<file path="config.mk">
export PLATFORM = sky130hd
export DESIGN_NAME = karatsuba_18b_uc_flat
export DESIGN_NICKNAME = d
export VERILOG_FILES = /design/src/rtl/karatsuba_18b_uc_pkg.sv /design/src/rtl/karatsuba_18b_uc_if.sv /design/src/rtl/karatsuba_18b_uc_done_tracker.sv /design/src/rtl/karatsuba_18b_uc.sv /design/src/flat_wrapper.sv
export SDC_FILE = /design/constraint.sdc
export NUM_CORES = 1
export LEC_CHECK = 0
export CORE_ASPECT_RATIO = 1.1
export CORE_UTILIZATION = 45
export DETAILED_ROUTE_END_ITERATION = 8
export PLACE_DENSITY = 0.87
export SLEW_MARGIN = 20
export SYNTH_ARGS = -nofsm -noshare
export SYNTH_HDL_FRONTEND = slang
export SYNTH_SLANG_ARGS = --single-unit
</file>
<file path="constraint.sdc">
create_clock -name clk -period 2.3 [get_ports clk]
set_clock_uncertainty 0.05 [all_clocks]
set_input_delay 0.23 -clock clk [delete_from_list [all_inputs] [get_ports clk]]
set_output_delay 0.23 -clock clk [all_outputs]
set_load 0.01 [all_outputs]
</file>
<file path="src/rtl/karatsuba_18b_uc_pkg.sv">
// Shared definitions for the 18x18 Karatsuba multiplier control unit:
// state encoding, datapath select codes and the per-state control word.
package karatsuba_18b_uc_pkg;

    typedef enum logic [3:0] {
        ST_IDLE   = 4'd0,
        ST_LOAD_A = 4'd1,
        ST_LOAD_B = 4'd2,
        ST_WAIT   = 4'd3,
        ST_Z02    = 4'd4,
        ST_Z1     = 4'd5,
        ST_HILO   = 4'd6,
        ST_MERGE  = 4'd7,
        ST_DONE   = 4'd8
    } state_t;

    // Adder A operand sources
    localparam logic [1:0] SEL_A_A_HI = 2'd0;
    localparam logic [1:0] SEL_A_B_HI = 2'd1;
    localparam logic [1:0] SEL_A_KARA = 2'd2;
    localparam logic [1:0] SEL_A_REGS = 2'd3;

    // Adder B operand sources
    localparam logic [1:0] SEL_B_A_LO  = 2'd0;
    localparam logic [1:0] SEL_B_B_LO  = 2'd1;
    localparam logic [1:0] SEL_B_REG3  = 2'd2;
    localparam logic [1:0] SEL_B_KARA2 = 2'd3;

    // Which sub-product feeds the A-side kara path
    localparam logic SEL_A1_KARA3 = 1'b0;
    localparam logic SEL_A1_KARA1 = 1'b1;

    // shamt=1 shifts the kara path by 18 and the reg3 path by 9
    localparam logic SHAMT_NONE = 1'b0;
    localparam logic SHAMT_HI   = 1'b1;

    typedef struct packed {
        logic       start1;
        logic       start2;
        logic       start3;
        logic [1:0] sel_alu_a;
        logic [1:0] sel_alu_b;
        logic       sel_alu_a1;
        logic       shamt;
        logic       sub;
        logic       load_reg1;
        logic       load_reg2;
        logic       load_reg3;
        logic       busy;
        logic       done;
    } ctrl_t;

endpackage

</file>
<file path="src/rtl/karatsuba_18b_uc_if.sv">
// Handshake and datapath-control bundle between the multiply sequencer,
// the Karatsuba control unit and the datapath.
interface karatsuba_18b_uc_if;

    // Valid/ready semantics: start is a request sampled only while the unit is
    // idle (busy=0); done or err is a single-cycle response that ends the request.
    logic       start;
    logic       done1;
    logic       done2;
    logic       done3;
    logic       start1;
    logic       start2;
    logic       start3;
    logic [1:0] sel_alu_a;
    logic [1:0] sel_alu_b;
    logic       sel_alu_a1;
    logic       shamt;
    logic       sub;
    logic       load_reg1;
    logic       load_reg2;
    logic       load_reg3;
    logic       busy;
    logic       done;
    logic       err;

    modport master (
        output start, done1, done2, done3,
        input  start1, start2, start3, sel_alu_a, sel_alu_b, sel_alu_a1,
               shamt, sub, load_reg1, load_reg2, load_reg3, busy, done, err
    );

    modport slave (
        input  start, done1, done2, done3,
        output start1, start2, start3, sel_alu_a, sel_alu_b, sel_alu_a1,
               shamt, sub, load_reg1, load_reg2, load_reg3, busy, done, err
    );

endinterface

</file>
<file path="src/rtl/karatsuba_18b_uc_done_tracker.sv">
// Sticky completion flags for the three sub-multipliers plus the WAIT
// timeout counter; both are cleared when a new operation is launched.
module karatsuba_18b_uc_done_tracker #(
    parameter int TIMEOUT_CYCLES = 64
) (
    input  logic       clk,
    input  logic       reset,
    input  logic       i_clear,
    input  logic       i_capture,
    input  logic       i_count,
    input  logic [2:0] i_done,
    output logic       o_all_done,
    output logic       o_timeout
);

    localparam int CW = $clog2(TIMEOUT_CYCLES + 1);

    logic [2:0]    r_flags;
    logic [CW-1:0] r_count;

    always_ff @(posedge clk or posedge reset) begin
        if (reset) begin
            r_flags <= 3'b000;
            r_count <= '0;
        end else if (i_clear) begin
            r_flags <= 3'b000;
            r_count <= '0;
        end else begin
            if (i_capture) begin
                r_flags <= r_flags | i_done;
            end
            if (i_count && !o_timeout) begin
                r_count <= r_count + 1'b1;
            end
        end
    end

    // A done arriving this cycle counts immediately, saving a WAIT cycle
    assign o_all_done = &(r_flags | i_done);
    assign o_timeout  = (r_count == CW'(TIMEOUT_CYCLES - 1));

endmodule

</file>
<file path="src/rtl/karatsuba_18b_uc.sv">
// Control FSM for the 18x18 Karatsuba datapath: launches the three 10b
// sub-multipliers, waits for them, then sequences the z1 and product merges.
module karatsuba_18b_uc
    import karatsuba_18b_uc_pkg::*;
#(
    parameter int TIMEOUT_CYCLES = 64
) (
    input  logic               clk,
    input  logic               reset,
    karatsuba_18b_uc_if.slave  bus,
    output state_t             o_dbg_state
);

    state_t r_state;
    state_t w_next;
    logic   r_err;
    logic   w_err_next;
    ctrl_t  w_ctrl;
    logic   w_clear;
    logic   w_capture;
    logic   w_count;
    logic   w_all_done;
    logic   w_timeout;

    assign w_clear   = (r_state == ST_LOAD_A);
    assign w_capture = (r_state == ST_LOAD_B) || (r_state == ST_WAIT);
    assign w_count   = (r_state == ST_WAIT);

    karatsuba_18b_uc_done_tracker #(
        .TIMEOUT_CYCLES(TIMEOUT_CYCLES)
    ) u_tracker (
        .clk        (clk),
        .reset      (reset),
        .i_clear    (w_clear),
        .i_capture  (w_capture),
        .i_count    (w_count),
        .i_done     ({bus.done3, bus.done2, bus.done1}),
        .o_all_done (w_all_done),
        .o_timeout  (w_timeout)
    );

    always_ff @(posedge clk or posedge reset) begin
        if (reset) begin
            r_state <= ST_IDLE;
            r_err   <= 1'b0;
        end else begin
            r_state <= w_next;
            r_err   <= w_err_next;
        end
    end

    always_comb begin
        w_next     = r_state;
        w_err_next = 1'b0;
        w_ctrl     = '0;
        case (r_state)
            ST_IDLE: begin
                if (bus.start) begin
                    w_next = ST_LOAD_A;
                end
            end
            ST_LOAD_A: begin
                // reg2 captures a_hi+a_lo, which becomes the kara3 A operand
                w_ctrl.sel_alu_a = SEL_A_A_HI;
                w_ctrl.sel_alu_b = SEL_B_A_LO;
                w_ctrl.load_reg2 = 1'b1;
                w_ctrl.start1    = 1'b1;
                w_ctrl.start2    = 1'b1;
                w_ctrl.busy      = 1'b1;
                w_next           = ST_LOAD_B;
            end
            ST_LOAD_B: begin
                w_ctrl.sel_alu_a = SEL_A_B_HI;
                w_ctrl.sel_alu_b = SEL_B_B_LO;
                w_ctrl.start3    = 1'b1;
                w_ctrl.busy      = 1'b1;
                w_next           = ST_WAIT;
            end
            ST_WAIT: begin
                // Keep b_hi+b_lo on the adder so kara3's operand stays stable
                w_ctrl.sel_alu_a = SEL_A_B_HI;
                w_ctrl.sel_alu_b = SEL_B_B_LO;
                w_ctrl.busy      = 1'b1;
                if (w_all_done) begin
                    w_next = ST_Z02;
                end else if (w_timeout) begin
                    w_next     = ST_IDLE;
                    w_err_next = 1'b1;
                end
            end
            ST_Z02: begin
                w_ctrl.sel_alu_a  = SEL_A_KARA;
                w_ctrl.sel_alu_a1 = SEL_A1_KARA1;
                w_ctrl.shamt      = SHAMT_NONE;
                w_ctrl.sel_alu_b  = SEL_B_KARA2;
                w_ctrl.load_reg3  = 1'b1;
                w_ctrl.busy       = 1'b1;
                w_next            = ST_Z1;
            end
            ST_Z1: begin
                w_ctrl.sel_alu_a  = SEL_A_KARA;
                w_ctrl.sel_alu_a1 = SEL_A1_KARA3;
                w_ctrl.shamt      = SHAMT_NONE;
                w_ctrl.sel_alu_b  = SEL_B_REG3;
                w_ctrl.sub        = 1'b1;
                w_ctrl.load_reg3  = 1'b1;
                w_ctrl.busy       = 1'b1;
                w_next            = ST_HILO;
            end
            ST_HILO: begin
                w_ctrl.sel_alu_a  = SEL_A_KARA;
                w_ctrl.sel_alu_a1 = SEL_A1_KARA1;
                w_ctrl.shamt      = SHAMT_HI;
                w_ctrl.sel_alu_b  = SEL_B_KARA2;
                w_ctrl.load_reg1  = 1'b1;
                w_ctrl.load_reg2  = 1'b1;
                w_ctrl.busy       = 1'b1;
                w_next            = ST_MERGE;
            end
            ST_MERGE: begin
                w_ctrl.sel_alu_a = SEL_A_REGS;
                w_ctrl.sel_alu_b = SEL_B_REG3;
                w_ctrl.shamt     = SHAMT_HI;
                w_ctrl.load_reg1 = 1'b1;
                w_ctrl.load_reg2 = 1'b1;
                w_ctrl.busy      = 1'b1;
                w_next           = ST_DONE;
            end
            ST_DONE: begin
                w_ctrl.done = 1'b1;
                w_next      = ST_IDLE;
            end
            default: begin
                w_next = ST_IDLE;
            end
        endcase
    end

    assign bus.start1     = w_ctrl.start1;
    assign bus.start2     = w_ctrl.start2;
    assign bus.start3     = w_ctrl.start3;
    assign bus.sel_alu_a  = w_ctrl.sel_alu_a;
    assign bus.sel_alu_b  = w_ctrl.sel_alu_b;
    assign bus.sel_alu_a1 = w_ctrl.sel_alu_a1;
    assign bus.shamt      = w_ctrl.shamt;
    assign bus.sub        = w_ctrl.sub;
    assign bus.load_reg1  = w_ctrl.load_reg1;
    assign bus.load_reg2  = w_ctrl.load_reg2;
    assign bus.load_reg3  = w_ctrl.load_reg3;
    assign bus.busy       = w_ctrl.busy;
    assign bus.done       = w_ctrl.done;
    assign bus.err        = r_err;

    assign o_dbg_state = r_state;

endmodule

</file>
<file path="src/flat_wrapper.sv">
// flat-port wrapper written by rule: the top's interface ports become plain ports
module karatsuba_18b_uc_flat import karatsuba_18b_uc_pkg::*;
#(
    parameter int TIMEOUT_CYCLES = 64
)
  (clk, reset, o_dbg_state, bus_start, bus_done1, bus_done2, bus_done3, bus_start1, bus_start2, bus_start3, bus_sel_alu_a, bus_sel_alu_b, bus_sel_alu_a1, bus_shamt, bus_sub, bus_load_reg1, bus_load_reg2, bus_load_reg3, bus_busy, bus_done, bus_err);
  karatsuba_18b_uc_if bus_i ();
  input  logic clk;
  input  logic reset;
  output state_t o_dbg_state;
  input wire logic [$bits(bus_i.start)-1:0] bus_start;
  input wire logic [$bits(bus_i.done1)-1:0] bus_done1;
  input wire logic [$bits(bus_i.done2)-1:0] bus_done2;
  input wire logic [$bits(bus_i.done3)-1:0] bus_done3;
  output wire logic [$bits(bus_i.start1)-1:0] bus_start1;
  output wire logic [$bits(bus_i.start2)-1:0] bus_start2;
  output wire logic [$bits(bus_i.start3)-1:0] bus_start3;
  output wire logic [$bits(bus_i.sel_alu_a)-1:0] bus_sel_alu_a;
  output wire logic [$bits(bus_i.sel_alu_b)-1:0] bus_sel_alu_b;
  output wire logic [$bits(bus_i.sel_alu_a1)-1:0] bus_sel_alu_a1;
  output wire logic [$bits(bus_i.shamt)-1:0] bus_shamt;
  output wire logic [$bits(bus_i.sub)-1:0] bus_sub;
  output wire logic [$bits(bus_i.load_reg1)-1:0] bus_load_reg1;
  output wire logic [$bits(bus_i.load_reg2)-1:0] bus_load_reg2;
  output wire logic [$bits(bus_i.load_reg3)-1:0] bus_load_reg3;
  output wire logic [$bits(bus_i.busy)-1:0] bus_busy;
  output wire logic [$bits(bus_i.done)-1:0] bus_done;
  output wire logic [$bits(bus_i.err)-1:0] bus_err;
  assign bus_i.start = bus_start;
  assign bus_i.done1 = bus_done1;
  assign bus_i.done2 = bus_done2;
  assign bus_i.done3 = bus_done3;
  assign bus_start1 = bus_i.start1;
  assign bus_start2 = bus_i.start2;
  assign bus_start3 = bus_i.start3;
  assign bus_sel_alu_a = bus_i.sel_alu_a;
  assign bus_sel_alu_b = bus_i.sel_alu_b;
  assign bus_sel_alu_a1 = bus_i.sel_alu_a1;
  assign bus_shamt = bus_i.shamt;
  assign bus_sub = bus_i.sub;
  assign bus_load_reg1 = bus_i.load_reg1;
  assign bus_load_reg2 = bus_i.load_reg2;
  assign bus_load_reg3 = bus_i.load_reg3;
  assign bus_busy = bus_i.busy;
  assign bus_done = bus_i.done;
  assign bus_err = bus_i.err;
  karatsuba_18b_uc #(.TIMEOUT_CYCLES(TIMEOUT_CYCLES)) u_core (.clk(clk), .reset(reset), .bus(bus_i), .o_dbg_state(o_dbg_state));
endmodule
</file>
==> metrics.yaml <==
clock_tree:
  clock_latency_ns: 0.28
  cts_buffers: 3
  cts_tree: "done"
  clock-sinks: 15
  ctsResizeCount: 0
  h-tree-depth: 1
  clk_pin_slew_ns: 0.09
  clock-root-buffer: "clkbuf_4"
  cts_setup_buffers: 0
  clockBufferDepth: 2
  postCtsHoldBufs: 0
power_and_ir_drop:
  peakVddDrop_uv: 637.5
  powerDensity_nw_per_um2: 1267
  p_leak_nw: 0.4827
run:
  maxCapViolCount: 0
placement:
  place_congestion: 0.7569
  port_buffers: 25
  dp_hpwl_um: 1263
  post-place-ws_ns: 0.4180
drt:
  drc_errors: 0
  routedWlPerCell_um: 12.62
  drtIter0Drc: 24
  via_count: 733
  routed_wl_um: 1691
  first_pass_iters: 4
  drtAntennaViolNets: 0
  drt-vias-per-instance: 5.470
floorplan:
  start_util_pct: 48.31
  die_area_um2: 2092
  core_um2: 1782
  rows: 16
  fp.dieH_um: 47.87
  ios: 26
  die_x_um: 43.70
sta:
  post-route-period-util_pct: 93.16
  tns_ns: 0
  grt_setup_unrepaired: "false"
  period_minus_slack_ns: 2.143
  final_hold_viol_count: 0
  tightestPinTransition_ns: 0.5690
  drv_slew: 0
  layout_setup_ws_ns: 0.1572
  setup_viol: 0
  slew_headroom_pct: 62.02
  fmax_mhz: 466.7
yosys:
  ys_types: 32
  syn_inst: 94
  syn_nets: 101
  synth_seq_cells: 15
  ys_seq_area_share_pct: 43.60
  synth_area_um2: 860.8
  syn_area_per_cell_um2: 9.158
  synth_warnings: 0
run_status:
  status: "complete, no violations"
global_route:
  antenna_found_initial: 0
  use_met3_pct: 4.528
  grt_max_degree: 16
  grtUsageTotal_pct: 17.53
  use_met1_pct: 24.47
  grt_pass1_wl_um: 2622
  grt-ovfl-total: 0
  grt_pass1_vias: 587
  busiest_layer: "met2"
  grt_util_met2_pct: 25.97
finish:
  drive_gt1_share_pct: 8.621
  nNetsFinal: 124
  n_fill_cell: 134
  final_common_cell: "clkdlybuf4s50_1"
  syn2layout_area_growth_pct: 30.09
  diodes: 0
  final_cell_mix: "clkdlybuf4s50_1, dfrtp_1, nand2_1"
critical_path:
  crit_arrival_ns: 1.86
  crit_chain: "nand2b_1 > nor2_1 > and2_1 > clkdlybuf4s50_1"
  cp_slowest_stage_delay_ns: 0.53
  cp_slowest_cell: "clkdlybuf4s50_1"
  worstPathMaxFanout: 14
  start_kind: "flip-flop"
  endpoint_kind: "output pin"
  critPathKind: "flip-flop to output pin"
  worstPathRequired_ns: 2.02
hold_path:
  hold_class: "primary input to async pin"
[registers in the layout, indices dropped and copies added (netlist names)]
register	flops
u_core.u_tracker.r_flags	3
u_core.o_dbg_state	4
u_core.u_tracker.r_count	7
u_core.bus.err	1
[critical path, delay by kind of cell, from the launching register on]
| kind | cells | cell delay, ns |
|---|---|---|
| buffers and inverters | 1 | 0.53 |
| flip-flops | 1 | 0.52 |
| AND/OR/NAND/NOR | 3 | 0.54 |
[final cells by class]
class,instances,area [um^2],area share [%]
inverters,3,11.26,1.006
repair buffers,25,250.2,22.35
well taps,18,22.52,2.011
clock buffers,4,26.28,2.346
multi-input cells,69,432.9,38.66
flip-flops and latches,15,376.6,33.63
[per-stage QoR]
stage	power (mW)	util, %	instance area [um^2]	hold WS, ns	cells
after floorplan	0.9475	-	860.8	0.08148	94
after global placement	1.243	61.31	1092	0.4472	130
after detailed placement	1.270	61.31	1092	0.4487	130
after CTS	1.421	62.78	1119	0.2641	134
after global routing	1.537	62.85	1120	0.3144	134
final	1.418	62.85	1120	0.2438	134
[kinds of logic after synthesis]
| group | share of synthesized area (%) |
|---|---|
| AOI/OAI and AO/OA | 15.26 |
| buffers and inverters | 6.103 |
| muxes | 2.471 |
| adders and majority gates | 1.453 |
| and+or+nand+nor | 29.07 |
| xor gates and xnor gates | 2.035 |
| DFF | 43.60 |
[Yosys cell counts (all sizes together)]
| master | n | area [um^2] |
|---|---|---|
| nand2 | 12 | 45.04 |
| o22a | 1 | 8.760 |
| nor2 | 11 | 43.80 |
| a221o | 2 | 20.02 |
| nand4bb | 1 | 27.53 |
| a21oi | 10 | 61.31 |
| buf | 6 | 37.53 |
| or3 | 1 | 6.260 |
| and3 | 2 | 12.51 |
| o2bb2ai | 1 | 8.760 |
| and3b | 2 | 17.52 |
| o31ai | 1 | 7.510 |
| xnor2 | 2 | 17.52 |
| ha | 1 | 12.51 |
| and4b | 1 | 10.01 |
| nand3b | 1 | 7.510 |
| mux2i | 1 | 10.01 |
| o21ai | 3 | 15.01 |
| inv | 3 | 11.26 |
| clkbuf | 1 | 3.750 |
| or2 | 1 | 6.260 |
| nand2b | 3 | 18.77 |
| o311a | 1 | 10.01 |
| nor3 | 4 | 20.02 |
| mux2 | 1 | 11.26 |
| dfrtp | 15 | 375.4 |
| nand3 | 2 | 10.01 |
| and2 | 4 | 25.02 |
[routing by layer]
layer  routed length (um)  up-vias
met2                  843       17
met1                  780      347
li1                     -      367
met3                   52        2
met5                    0        -
met4                   15        0
[final timing paths]
path	from	end	slack [ns]	depth (start not counted)
setup reg to reg	u_core.u_tracker.r_count[0]	u_core.u_tracker.r_count[3]	0.55	5
max in group asynchronous	reset	u_core.o_dbg_state[1]	1.55	2
min in group clk	u_core.u_tracker.r_count[6]	u_core.u_tracker.r_count[6]	0.46	1
setup / recovery	u_core.o_dbg_state[3]	bus_sub	0.16	4
hold / removal	reset	u_core.u_tracker.r_count[2]	0.24	2
hold reg to reg	u_core.u_tracker.r_count[6]	u_core.u_tracker.r_count[6]	0.46	1
[report_power, final]
group          total, mW  internal [mW]  switching, mW
combinational      0.768          0.419          0.349
sequential         0.498          0.347          0.151
clock              0.152         0.0674         0.0847
total               1.42          0.833          0.585
Power figures use the tool's default switching activity.
==> variant 1: new RTL, config.mk and constraints unchanged <==
`TIMEOUT_CYCLES` is set to 64 in 3 places; all go to 128.
--- a/src/rtl/karatsuba_18b_uc_done_tracker.sv
+++ b/src/rtl/karatsuba_18b_uc_done_tracker.sv
@@ -1,7 +1,7 @@
 // Sticky completion flags for the three sub-multipliers plus the WAIT
 // timeout counter; both are cleared when a new operation is launched.
 module karatsuba_18b_uc_done_tracker #(
-    parameter int TIMEOUT_CYCLES = 64
+    parameter int TIMEOUT_CYCLES = 128
 ) (
     input  logic       clk,
     input  logic       reset,
--- a/src/rtl/karatsuba_18b_uc.sv
+++ b/src/rtl/karatsuba_18b_uc.sv
@@ -3,7 +3,7 @@
 module karatsuba_18b_uc
     import karatsuba_18b_uc_pkg::*;
 #(
-    parameter int TIMEOUT_CYCLES = 64
+    parameter int TIMEOUT_CYCLES = 128
 ) (
     input  logic               clk,
     input  logic               reset,
--- a/src/flat_wrapper.sv
+++ b/src/flat_wrapper.sv
@@ -1,7 +1,7 @@
 // flat-port wrapper written by rule: the top's interface ports become plain ports
 module karatsuba_18b_uc_flat import karatsuba_18b_uc_pkg::*;
 #(
-    parameter int TIMEOUT_CYCLES = 64
+    parameter int TIMEOUT_CYCLES = 128
 )
   (clk, reset, o_dbg_state, bus_start, bus_done1, bus_done2, bus_done3, bus_start1, bus_start2, bus_start3, bus_sel_alu_a, bus_sel_alu_b, bus_sel_alu_a1, bus_shamt, bus_sub, bus_load_reg1, bus_load_reg2, bus_load_reg3, bus_busy, bus_done, bus_err);
   karatsuba_18b_uc_if bus_i ();
Formal check against the unedited RTL: same outputs for any inputs over 10 cycles, from zero or initial values and one cycle with reset high; that may be too few to reach the edited logic, so the function may still have changed.
==> variant 1 against the original RTL <==
- total power is 4.1% higher
- combinational power is 9.1% higher
- register-to-register slack got worse by 0.13 ns
- utilization up 3.3 points
- routed wire length increased by 26%
- sequential cell count is 1 higher
- setup slack worse by 0.037 ns
- final area increased by 8.8%
- area after synthesis increased by 6.7%
- die area is 6.4% higher
- first-iteration DRC count up 17%
- critical path type unchanged
- critical endpoint unchanged
- largest cell class unchanged
==> variant 1: results (changes against the original RTL) <==
status:
  outcome: "finished clean"
yosys:
  syn_nets: 116  # +15%
  synth.area.top_cells: "dfrtp_1 (44%), nor2_1 (6.1%), o21ai_0 (4.9%)"
  synth_warnings: 0  # unchanged
  async_flop_share_pct: 100.0  # unchanged
  yosysSeqAreaShare_pct: 43.60  # about the same
  synth_cell_types: 36  # +13%
  ys_top_cells_by_count: "dfrtp_1 (16), nor2_1 (15), nand2_1 (12), o21ai_0 (9), a21oi_1 (8)"
finish:
  largest_reg_flops: 8  # +1
  nets: 142  # +15%
  diodes: 0  # unchanged
  regMostFlops: "u_core.u_tracker.r_count"
  drive_gt1_share_pct: 9.023  # +0.40 points
detailed_routing:
  antenna_left: 0  # unchanged
  drtIter0Drc: 28  # +17%
  vias: 894  # +22%
  drt_first_pass_iters: 4  # unchanged
  wl_mm: 2.135  # +26%
placed_design:
  gp_congestion: 0.8426  # +11%
  hpwlAfterDp_mm: 1.635  # +29%
  portBuffers: 25  # unchanged
cts:
  cts_buffer_depth: 2  # unchanged
  cts.clk_slew.worst_paths_ns: 0.08
  clock_latency_ns: 0.29
  numCtsBuffers: 3  # unchanged
  clockRootBuffer: "clkbuf_4"
  h-tree-depth: 1  # unchanged
grt:
  antenna_found_initial: 0  # unchanged
  grt_max_degree: 17  # +1
  grt_pass1_vias: 748  # +27%
  track_usage_pct: 21.04  # +3.5 points
  grt_pass1_wl_mm: 3.422  # +31%
power_and_ir_drop:
  leakagePower_uw: 0.0005048  # +4.6%
  internal_power_uw: 863.2  # +3.6%
  peakVddDrop_mv: 0.6957  # +9.1%
critical_path:
  cp_max_fo: 12  # -2
sta:
  max_slew.worst_pin.slew_ns: 0.6003  # +0.03128 ns
job:
  max-cap-violations: 0  # unchanged
min_path:
  min_path_type: "input port to async pin"
[variant 1: cells by family after synthesis]
kind of cell | count (synthesis) | share of synthesized area [%]
AO/OA/AOI/OAI | 26 | 17.17
XOR/XNOR | 3 | 2.862
adder cells (fa/ha/maj) | 1 | 1.362
buffers and inverters | 13 | 6.675
flip-flops | 16 | 43.60
multiplexers | 2 | 2.316
AND/OR/NAND/NOR | 48 | 26.02
[variant 1: power by group through the flow]
| stage | Combinational (uW) | Clock [uW] | Sequential (uW) |
|---|---|---|---|
| global route | 908 | 164 | 509 |
| CTS | 839 | 148 | 487 |
| finish | 838 | 143 | 496 |
| global placement | 813 | 0 | 484 |
| detailed placement | 835 | 0 | 493 |
| floorplan | 499 | 0 | 447 |
[variant 1: timing repair]
item	CTS	global route
resized for setup	0	3
buffers inserted	0	0
endpoints found under the setup margin	0	4
[variant 1: final timing paths]
path | from | end | slack [ns] | depth (start not counted)
max | u_core.o_dbg_state[3]$_DFFE_PP0P_ | bus_sub | 0.12 | 5
min in group clk | u_core.u_tracker.r_count[4]$_DFFE_PP0P_ | u_core.u_tracker.r_count[4]$_DFFE_PP0P_ | 0.50 | 1
max reg2reg | u_core.o_dbg_state[0]$_DFFE_PP0P_ | u_core.u_tracker.r_count[7]$_DFFE_PP0P_ | 0.42 | 4
min | reset | u_core.o_dbg_state[3]$_DFFE_PP0P_ | 0.26 | 2
min reg2reg | u_core.u_tracker.r_count[4]$_DFFE_PP0P_ | u_core.u_tracker.r_count[4]$_DFFE_PP0P_ | 0.50 | 1
max in group asynchronous | reset | u_core.o_dbg_state[1]$_DFFE_PP0P_ | 1.52 | 2
[variant 1: routing by layer]
layer,up-vias,share of wire (%),global-route usage [%]
met3,5,3.5,3.333
met5,-,0,0
li1,432,-,-
met2,23,50,31.64
met4,0,1.9,9.091
met1,434,44,29.31
[variant 1: area by class of cell]
type | count | area [um2]
clock buffers | 3 | 22.52
fillers | 165 | 623.1
inverters | 5 | 18.77
multi-input cells | 80 | 461.7
flip-flops and latches | 16 | 401.6
well taps | 27 | 33.78
repair buffers | 29 | 280.3
[variant 1: critical path, stage by stage (launching register included)]
cell and delay [ns]:
dfrtp_1 0.41, buf_4 0.18, nand2b_1 0.22, nor2_1 0.14, and2_1 0.13, clkdlybuf4s50_1 0.53
[variant 1: stage by stage]
step | area (um2) | cells | util (%) | worst slack, ns
after floorplan | 918.4 | 109 | - | 0.5889
after global placement | 1190 | 157 | 64.61 | 0.4125
after detailed placement | 1190 | 157 | 64.61 | 0.3525
after CTS | 1212 | 160 | 65.83 | 0.01562
after global routing | 1219 | 160 | 66.17 | -0.007408
final | 1219 | 160 | 66.17 | 0.1197
==> variant 2: new RTL, same settings <==
Without the edit above. Put one more register stage on the output `o_dbg_state`, without a reset. The value now appears one clock later. The other outputs are not delayed to match.
--- a/src/rtl/karatsuba_18b_uc.sv
+++ b/src/rtl/karatsuba_18b_uc.sv
@@ -151,7 +151,9 @@
     assign bus.done       = w_ctrl.done;
     assign bus.err        = r_err;
 
-    assign o_dbg_state = r_state;
+    always_ff @(posedge clk) begin
+        o_dbg_state <= r_state;
+    end
 
 endmodule
 
Function: changed (a bounded check fails within 4 cycles, from zero or initial values and one cycle with reset high).
==> variant 2 against the original RTL <==
- routed wire length up 26%
- cell count up 20%
- total power is 18% higher
- final area is 18% higher
- sequential cell count increased by 4
- synthesized cell count grew 14%
- area after synthesis up 18%
- sequential power grew 3%
- setup slack lost 0.071 ns
- worst hold slack got worse by 0.048 ns
- combinational power increased by 29%
- via count grew 21%
- largest power group unchanged
==> variant 2: results (changes against the original RTL) <==
status:
  outcome: "finished clean"
critical_path:
  rrSetupSlack_ns: 0.58  # +0.03 ns
  cp_top_family: "buffers and inverters"
  max_stage_delay_ns: 0.58  # +0.05 ns
  cp-startpoint: "u_core.r_state[2]$_DFFE_PP0P_"
  cp_data_arrival_time_ns: 1.93  # +0.07 ns
  cp_max_fo: 5  # -9
  cp_slowest_cell: "or4b_4"
  worstSetupEndpoint: "bus_start2"
  reg2regPathDepth: 4  # -1
  r2r_end: "u_core.u_tracker.r_count[5]$_DFFE_PP0P_"
cts:
  cts.clk_slew.worst_paths_ns: 0.12  # +0.03 ns
  cts-resized-gates: 1  # +1
detailed_routing:
  vias: 887  # +21%
  wl_met1_um: 935  # +20%
  avgRoutedWirePerCell_um: 13.24  # +4.9%
  wl_met2_mm: 1.078  # +28%
  drtIter0Drc: 20  # -17%
grt:
  use_met2_pct: 31.51  # +5.5 points
  grt_pass1_wl_mm: 3.436  # +31%
  grt_pass1_vias: 762  # +30%
  track_usage_pct: 20.58  # +3.1 points
sta:
  setup_ws_ns: 0.08592  # -0.07129 ns
  whs_ns: 0.1962  # -0.04762 ns
  max_slew.worst_pin.slew_ns: 0.5628  # -0.006180 ns
finish:
  final_area_um2: 1319  # +18%
  drive_gt1_share_pct: 10.53  # +1.9 points
  nets: 141  # +14%
  fill_cells: 178  # +33%
yosys:
  synthMuxAreaShare_pct: 2.967  # +0.50 points
  synth_cell_types: 38  # +19%
  synth_adder_area_share_pct: 1.236  # -0.22 points
  async_flop_share_pct: 78.95  # -21 points
  yosysSeqAreaShare_pct: 44.99  # +1.4 points
  synthCells: 107  # +14%
power_and_ir_drop:
  peakVddDrop_mv: 0.7687  # +21%
placed_design:
  gp_congestion: 0.7925  # +4.7%
-- variant 2: cell types whose count changed after synthesis, sizes merged, moves of 2 or more --
cell	change
o211a	+2
nand2	-3
o21ai	-2
nand2b	+2
a211oi	+2
a221o	-2
dfxtp	+4
clkbuf	+2
mux2i	+2
a21oi	-2
-- variant 2: cell type report --
cell class / instances / area [um2] / share of cell area, %
Multi-Input combinational cell: 76 / 494.2 / 37.48
Sequential cell: 19 / 455.4 / 34.54
Timing Repair Buffer: 31 / 295.3 / 22.39
Tap cell: 28 / 35.03 / 2.657
Clock buffer: 3 / 22.52 / 1.708
Inverter: 3 / 11.26 / 0.8539
Clock inverter: 1 / 5.005 / 0.3795
-- variant 2: report_power, final --
group          leakage [uW]  internal [uW]  switching, uW
Clock             0.0000177           65.1            110
Sequential         0.000228            441           71.1
Combinational      0.000336            509            479
